$ cat src/rtl/acc_source_selector_if.sv
// Bus bundle for the accumulator source selector: packed sources, select and
// write controls in one direction, mux view, accumulator and status back.
interface acc_source_selector_if #(
  parameter int unsigned E_BITS = 16,
  parameter int unsigned N_SRC  = 3,
  parameter int unsigned S_BITS = 2
);
  logic [N_SRC*E_BITS-1:0] i_src;
  logic [S_BITS-1:0]       i_sel;
  logic                    i_wr_acc;
  logic                    i_clr_err;
  logic [E_BITS-1:0]       o_mux;
  logic [E_BITS-1:0]       o_acc;
  logic                    o_acc_zero;
  logic                    o_acc_neg;
  logic                    o_pending;
  logic                    o_sel_err;

  // Datapath controller side: drives sources and strobes, observes ACC.
  modport master (
    output i_src, i_sel, i_wr_acc, i_clr_err,
    input  o_mux, o_acc, o_acc_zero, o_acc_neg, o_pending, o_sel_err
  );

  // Selector side.
  modport slave (
    input  i_src, i_sel, i_wr_acc, i_clr_err,
    output o_mux, o_acc, o_acc_zero, o_acc_neg, o_pending, o_sel_err
  );
endinterface

$ cat src/rtl/acc_source_selector.sv
// Accumulator input selector: picks one of N_SRC sources and loads it into the
// accumulator on a write strobe, optionally through one register stage.
// Writes with an out-of-range select are dropped and raise a sticky error.
module acc_source_selector #(
  parameter int unsigned E_BITS = 16,
  parameter int unsigned N_SRC  = 3,
  parameter int unsigned S_BITS = 2,
  parameter int unsigned PIPE   = 1
) (
  input logic                  i_clock,
  input logic                  i_reset,
  acc_source_selector_if.slave bus
);

  logic [E_BITS-1:0] mux;
  logic              sel_legal;
  logic              legal_wr;
  logic [E_BITS-1:0] acc_q;
  logic              err_q, err_d;

  assign sel_legal = 32'(bus.i_sel) < N_SRC;
  assign legal_wr  = bus.i_wr_acc & sel_legal;

  // Source mux; an out-of-range select yields zero.
  always_comb begin
    mux = '0;
    for (int unsigned k = 0; k < N_SRC; k++) begin
      if (bus.i_sel == S_BITS'(k)) begin
        mux = bus.i_src[k*E_BITS +: E_BITS];
      end
    end
  end

  // Sticky select error; a new illegal write beats a simultaneous clear.
  always_comb begin
    err_d = err_q;
    if (bus.i_clr_err) begin
      err_d = 1'b0;
    end
    if (bus.i_wr_acc && !sel_legal) begin
      err_d = 1'b1;
    end
  end

  // Error flag register.
  always_ff @(posedge i_clock) begin
    if (i_reset) begin
      err_q <= 1'b0;
    end else begin
      err_q <= err_d;
    end
  end

  if (PIPE != 0) begin : g_pipe
    logic [E_BITS-1:0] stage_q;
    logic              pend_q;

    // Stage 1 captures legal writes; idle or illegal cycles leave data and drop pending.
    always_ff @(posedge i_clock) begin
      if (i_reset) begin
        stage_q <= '0;
        pend_q  <= 1'b0;
      end else begin
        pend_q <= legal_wr;
        if (legal_wr) begin
          stage_q <= mux;
        end
      end
    end

    // ACC takes stage 1 one edge after capture, so back-to-back writes stream.
    always_ff @(posedge i_clock) begin
      if (i_reset) begin
        acc_q <= '0;
      end else if (pend_q) begin
        acc_q <= stage_q;
      end
    end

    assign bus.o_pending = pend_q;
  end else begin : g_direct
    // ACC loads the selected source directly on a legal write.
    always_ff @(posedge i_clock) begin
      if (i_reset) begin
        acc_q <= '0;
      end else if (legal_wr) begin
        acc_q <= mux;
      end
    end

    assign bus.o_pending = 1'b0;
  end

  assign bus.o_mux      = mux;
  assign bus.o_acc      = acc_q;
  assign bus.o_acc_zero = (acc_q == '0);
  assign bus.o_acc_neg  = acc_q[E_BITS-1];
  assign bus.o_sel_err  = err_q;

endmodule

$ cat src/flat_wrapper.sv
// flat-port wrapper written by rule: the top's interface ports become plain ports
module acc_source_selector_flat 
#(
  parameter int unsigned E_BITS = 16,
  parameter int unsigned N_SRC  = 3,
  parameter int unsigned S_BITS = 2,
  parameter int unsigned PIPE   = 1
)
  (i_clock, i_reset, bus_i_src, bus_i_sel, bus_i_wr_acc, bus_i_clr_err, bus_o_mux, bus_o_acc, bus_o_acc_zero, bus_o_acc_neg, bus_o_pending, bus_o_sel_err);
  acc_source_selector_if #(.E_BITS(E_BITS), .N_SRC(N_SRC), .S_BITS(S_BITS)) bus_i ();
  input logic i_clock;
  input logic i_reset;
  input wire logic [$bits(bus_i.i_src)-1:0] bus_i_src;
  input wire logic [$bits(bus_i.i_sel)-1:0] bus_i_sel;
  input wire logic [$bits(bus_i.i_wr_acc)-1:0] bus_i_wr_acc;
  input wire logic [$bits(bus_i.i_clr_err)-1:0] bus_i_clr_err;
  output wire logic [$bits(bus_i.o_mux)-1:0] bus_o_mux;
  output wire logic [$bits(bus_i.o_acc)-1:0] bus_o_acc;
  output wire logic [$bits(bus_i.o_acc_zero)-1:0] bus_o_acc_zero;
  output wire logic [$bits(bus_i.o_acc_neg)-1:0] bus_o_acc_neg;
  output wire logic [$bits(bus_i.o_pending)-1:0] bus_o_pending;
  output wire logic [$bits(bus_i.o_sel_err)-1:0] bus_o_sel_err;
  assign bus_i.i_src = bus_i_src;
  assign bus_i.i_sel = bus_i_sel;
  assign bus_i.i_wr_acc = bus_i_wr_acc;
  assign bus_i.i_clr_err = bus_i_clr_err;
  assign bus_o_mux = bus_i.o_mux;
  assign bus_o_acc = bus_i.o_acc;
  assign bus_o_acc_zero = bus_i.o_acc_zero;
  assign bus_o_acc_neg = bus_i.o_acc_neg;
  assign bus_o_pending = bus_i.o_pending;
  assign bus_o_sel_err = bus_i.o_sel_err;
  acc_source_selector #(.E_BITS(E_BITS), .N_SRC(N_SRC), .S_BITS(S_BITS), .PIPE(PIPE)) u_core (.i_clock(i_clock), .i_reset(i_reset), .bus(bus_i));
endmodule
$ cat config.mk
export PLATFORM = sky130hd
export DESIGN_NAME = acc_source_selector_flat
export DESIGN_NICKNAME = d
export VERILOG_FILES = /design/src/rtl/acc_source_selector_if.sv /design/src/rtl/acc_source_selector.sv /design/src/flat_wrapper.sv
export SDC_FILE = /design/constraint.sdc
export NUM_CORES = 1
export LEC_CHECK = 0
export ABC_AREA = 0
export CAP_MARGIN = 20
export CORE_MARGIN = 8
export CORE_UTILIZATION = 40
export DETAILED_ROUTE_END_ITERATION = 16
export PLACE_DENSITY = 0.81
export SYNTH_ARGS = -nofsm -noshare
export SYNTH_HDL_FRONTEND = slang
export SYNTH_SLANG_ARGS = --single-unit
$ cat constraint.sdc
create_clock -name i_clock -period 2.39 [get_ports i_clock]
set_clock_uncertainty 0.15 [all_clocks]
set_input_delay 0.717 -clock i_clock [delete_from_list [all_inputs] [get_ports i_clock]]
set_output_delay 0.717 -clock i_clock [all_outputs]
set_load 0.01 [all_outputs]
==> flow_results.org <==
** Timing
- Post-layout worst setup margin :: -0.01552 ns
- Unrepaired setup endpoints after global routing :: yes
- Timing would allow up to 415.7 MHz.
- Normalized max-slew margin :: 31.24%
- Final-layout worst hold slack :: between 0.3 and 0.4 ns
- Time the worst path needs with I/O delays and setup :: 2.406 ns
- Transition time at the pin with the least slew margin :: 1.027 ns
- Setup violations remaining at the end of the flow were counted as 1.
- After layout, the worst path uses 100.6% of the clock period.
- Total count of max-transition violations in the final report :: 0
- Final hold vios :: 0

** Run status
- Status :: finished, violations left
- Violations in the final reports :: setup timing

** Clock network
- Buffers inserted during clock tree synthesis total 5.
- Deepest clock path buffer count :: 2
- CTS H-Tree Depth :: 2
- The clock net in this run drives a total of 34 sinks.
- After clock tree synthesis, the clock-pin slew on the worst setup and hold paths is ~0.07 ns.
- In this run the clock root is driven by a sky130_fd_sc_hd__clkbuf_8.
- Buffers inserted to repair hold after CTS numbered 0.
- Clock latency on the worst-skew pair :: 0.29 ns
- TritonCTS built the clock tree.

** Floorplan
- Floorplan die height :: roughly 80 um
- The die covers about 6800 sq um.
- From left edge to right edge, the die measures between 80 and 90 um.
- After floorplanning, the core was sized to cover between 4000 and 5000 sq um.
- Starting utilization of the core area :: between 40% and 50%
- In this run the count of I/O pins placed on the die edge is 90.
- Number of placement rows :: 24

** Route
- Initial drt markers :: 73
- The count of nets left with antenna violations once routing finished came out at 0.
- Aggregate routed wire length :: 6581 um
- The detailed router placed 2022 vias in this run.
- Average vias per placed instance :: about 5.2
- In the final routed layout, each cell accounts on average for about 17 um.
- The first detailed-routing pass ran for 4 iterations.
- Remaining design rule violation count :: 0

** Worst setup path
- Reg-to-reg critical path endpoint :: u_core.bus.o_acc[4]$_SDFFE_PP0P_
- For this design, the slowest cell found on the critical path is sky130_fd_sc_hd__and2b_2.
- STA classifies the critical path startpoint as a primary input.
- Together, buffers and inverters on the worst path number 3.
- The setup path with the least slack is of type primary input to output pin.
- Internal reg-to-reg setup slack :: 1.17 ns
- For this run, the slowest stage of the critical path takes roughly 0.27 ns.
- The critical path goes through buf_8, and2b_2, buf_6, nand2_1, o21ai_1, buf_2.
- Worst flop-to-flop path startpoint :: u_core.bus.o_pending$_SDFF_PP0_
- In this run the worst setup path terminates at bus_o_mux[12].
- Worst setup EP type :: output pin
- The cell family contributing the most delay on the critical path is buffers and inverters.
- Data arrives at the worst endpoint at 1.54 ns.
- In this run the number of cells on the critical path is 6.
- In this run the worst path has a maximum fanout of 4.
- Measured in cells, the most critical reg-to-reg path has a length of 3.
- Data on the critical path is required at its endpoint by between 1.5 and 2 ns.
- The most critical setup path has its startpoint at bus_i_sel[1].

** Placement
- Buffers placed on the I/O ports in this run total around 90.
- Routability Congestion :: a little over 0.8
- HPWL reported at the end of detailed placement :: between 4000 and 5000 um
- Pre-CTS worst setup slack :: -0.8426 ns
- Number of placed cells counting well taps :: 359

** Logic synthesis
- Counting every net in the synthesized netlist gives 244.
- The synthesized design contains 0 enable-type register cells.
- Yosys warns :: 0
- Area of the mapped netlist :: 1755 sq um
- Post-synthesis register bit count :: 34
- Dividing the synthesized area by the synthesized cell count gives 9.239 sq um.
- Commonest register cell after synthesis :: sky130_fd_sc_hd__dfxtp_1
- Proportion of synthesized flip-flops having asynchronous set or reset :: 0%
- Yosys mapped the design onto 24 distinct sky130hd cell types.
- Cell count after synthesis :: 190
- Sequential area share after synthesis :: roughly two fifths

** Pwr
- Portion of total power attributed to sequential cells :: 36.3%
- Internal power of the cells :: approximately 1.3 mW
- Net switching is 25.25% of the power.
- For this design the total switching power over the nets is about 0.43 mW.
- Overall power of the completed layout :: about 1.7 mW
- In this run the power density over the cells is 519.8 nW/um^2.
- Comb power frac :: 26.4%
- The clock network burns 37.3% of the power.
- Maximum vdd ir drop :: between 0.3 and 0.4 mV
- Static leakage :: between 1.5 and 2 nW

** Global routing
- Vias in the first global route :: 2095
- Number of antenna violations at the first check in global routing :: 0
- Wire length of the first global-routing pass :: 10100 um
- After global routing the overflow that remains totals 0.
- Global routing used 19.18% of the available tracks.
- Entering global routing, the biggest net connects 35 pins.

** Run
- The tool flagged a number of max-cap violations equal to 0.

** Cells and area
- Leaving out fill and tap cells, the most frequent cells in the layout are sky130_fd_sc_hd__buf_4 (61), sky130_fd_sc_hd__nor2_1 (48), sky130_fd_sc_hd__clkdlybuf4s50_1 (36).
- Post-Layout Cell Count :: about 390
- Relative to the synthesized area, the layout overhead comes to 87.53%.
- Ant diodes :: 0
- Layout cells sized above 1 :: a little over a third
- Leading cell type in the layout, fill and taps excluded :: sky130_fd_sc_hd__buf_4
- Number of nets at the end of the flow :: between 300 and 400

** Hold path
- Path class of the lowest-slack min-delay path :: flip-flop to flip-flop
[registers in the layout, summed over array words and instances (netlist names)]
| name | count |
|---|---|
| u_core.bus.o_acc | 16 |
| u_core.bus.o_pending | 1 |
| u_core.bus.o_sel_err | 1 |
| u_core.g_pipe.stage_q | 16 |
[layout make-up]
class	count	area, sq um
clock buffers	5	68.82
clock inverters	3	68.82
fillers	325	1002
multi-input cells	141	1040
flip-flops and latches	34	680.7
well taps	52	65.06
repair buffers	156	1369
[timing repair]
action / CTS / global route
setup endpoints to repair: 33 / 18
pin swaps: 3 / 12
resized for setup: 107 / 46
buffers inserted: 19 / 5
[layer usage]
layer | vias up | GRT usage [%] | wire length, um
met3 | 6 | 6.277 | 537
li1 | 974 | - | -
met5 | - | 0 | 0
met4 | 0 | 4.386 | 74
met2 | 67 | 35.79 | 3589
met1 | 975 | 20.22 | 2380
[cells in the mapped netlist, types with 2 or more instances]
| master | count | area (sq um) |
|---|---|---|
| sky130_fd_sc_hd__a2111oi_0 | 2 | 17.52 |
| sky130_fd_sc_hd__a2111oi_1 | 4 | 40.04 |
| sky130_fd_sc_hd__a2111oi_2 | 8 | 120.1 |
| sky130_fd_sc_hd__a2111oi_4 | 2 | 55.05 |
| sky130_fd_sc_hd__buf_2 | 3 | 15.01 |
| sky130_fd_sc_hd__buf_4 | 4 | 30.03 |
| sky130_fd_sc_hd__buf_6 | 2 | 22.52 |
| sky130_fd_sc_hd__clkbuf_1 | 5 | 18.77 |
| sky130_fd_sc_hd__dfxtp_1 | 34 | 680.7 |
| sky130_fd_sc_hd__mux2i_1 | 32 | 320.3 |
| sky130_fd_sc_hd__nand2_1 | 16 | 60.06 |
| sky130_fd_sc_hd__nor2_1 | 48 | 180.2 |
| sky130_fd_sc_hd__nor2b_1 | 2 | 12.51 |
| sky130_fd_sc_hd__nor4_1 | 4 | 25.02 |
| sky130_fd_sc_hd__o21ai_0 | 15 | 75.07 |
[power by group through the flow]
| stage | logic, mW | registers [mW] | clock network [mW] |
|---|---|---|---|
| 5_1_grt | 0.485 | 0.624 | 0.677 |
| 6_report | 0.452 | 0.621 | 0.639 |
| 2_1_floorplan | 0.170 | 0.629 | 0 |
| 3_5_place_dp | 0.426 | 0.631 | 0 |
| 4_1_cts | 0.434 | 0.620 | 0.640 |
| 3_3_place_gp | 0.417 | 0.629 | 0 |
[how the worst min path moves through the flow]
stage / startpoint / to / slack, ns / cells past startpoint
final: u_core.bus.o_sel_err$_SDFFE_PP0P_ / u_core.bus.o_sel_err$_SDFFE_PP0P_ / 0.33 / 2
after global routing: u_core.bus.o_sel_err$_SDFFE_PP0P_ / u_core.bus.o_sel_err$_SDFFE_PP0P_ / 0.36 / 2
after CTS: u_core.bus.o_sel_err$_SDFFE_PP0P_ / u_core.bus.o_sel_err$_SDFFE_PP0P_ / 0.33 / 2
after detailed placement: u_core.bus.o_sel_err$_SDFFE_PP0P_ / u_core.bus.o_sel_err$_SDFFE_PP0P_ / 0.31 / 2
after global placement: u_core.g_pipe.stage_q[12]$_SDFFE_PP0P_ / u_core.bus.o_acc[12]$_SDFFE_PP0P_ / 0.32 / 2
after floorplan: u_core.g_pipe.stage_q[0]$_SDFFE_PP0P_ / u_core.bus.o_acc[0]$_SDFFE_PP0P_ / 0.31 / 2
[cells by family (layout without fill, tap and decap cells)]
family | after synthesis | in the layout | synth area share, %
AND/OR/NAND/NOR | 75 | 75 | 18.03
AO/OA/AOI/OAI | 34 | 34 | 19.17
multiplexers | 32 | 32 | 18.25
buffers and inverters | 15 | 164 | 5.773
flip-flops | 34 | 34 | 38.77
[worst reg2reg max path: cells and delay by family, from the launching register on]
family | cells | cell delay, ns
AND/OR/NAND/NOR | 1 | 0.06
flip-flops | 1 | 0.33
buffers and inverters | 1 | 0.29
multiplexers | 1 | 0.26
[metrics by stage]
step | area (sq um) | utilization [%] | TNS (ns)
finish | 3292 | 76.66 | -0.01552
global placement | 2943 | 68.53 | -18.02
detailed placement | 2943 | 68.53 | -18.73
global route | 3292 | 76.66 | -0.2392
CTS | 3152 | 73.40 | -0.2796
floorplan | 1755 | - | 0
(Power assumes the default switching activity.)
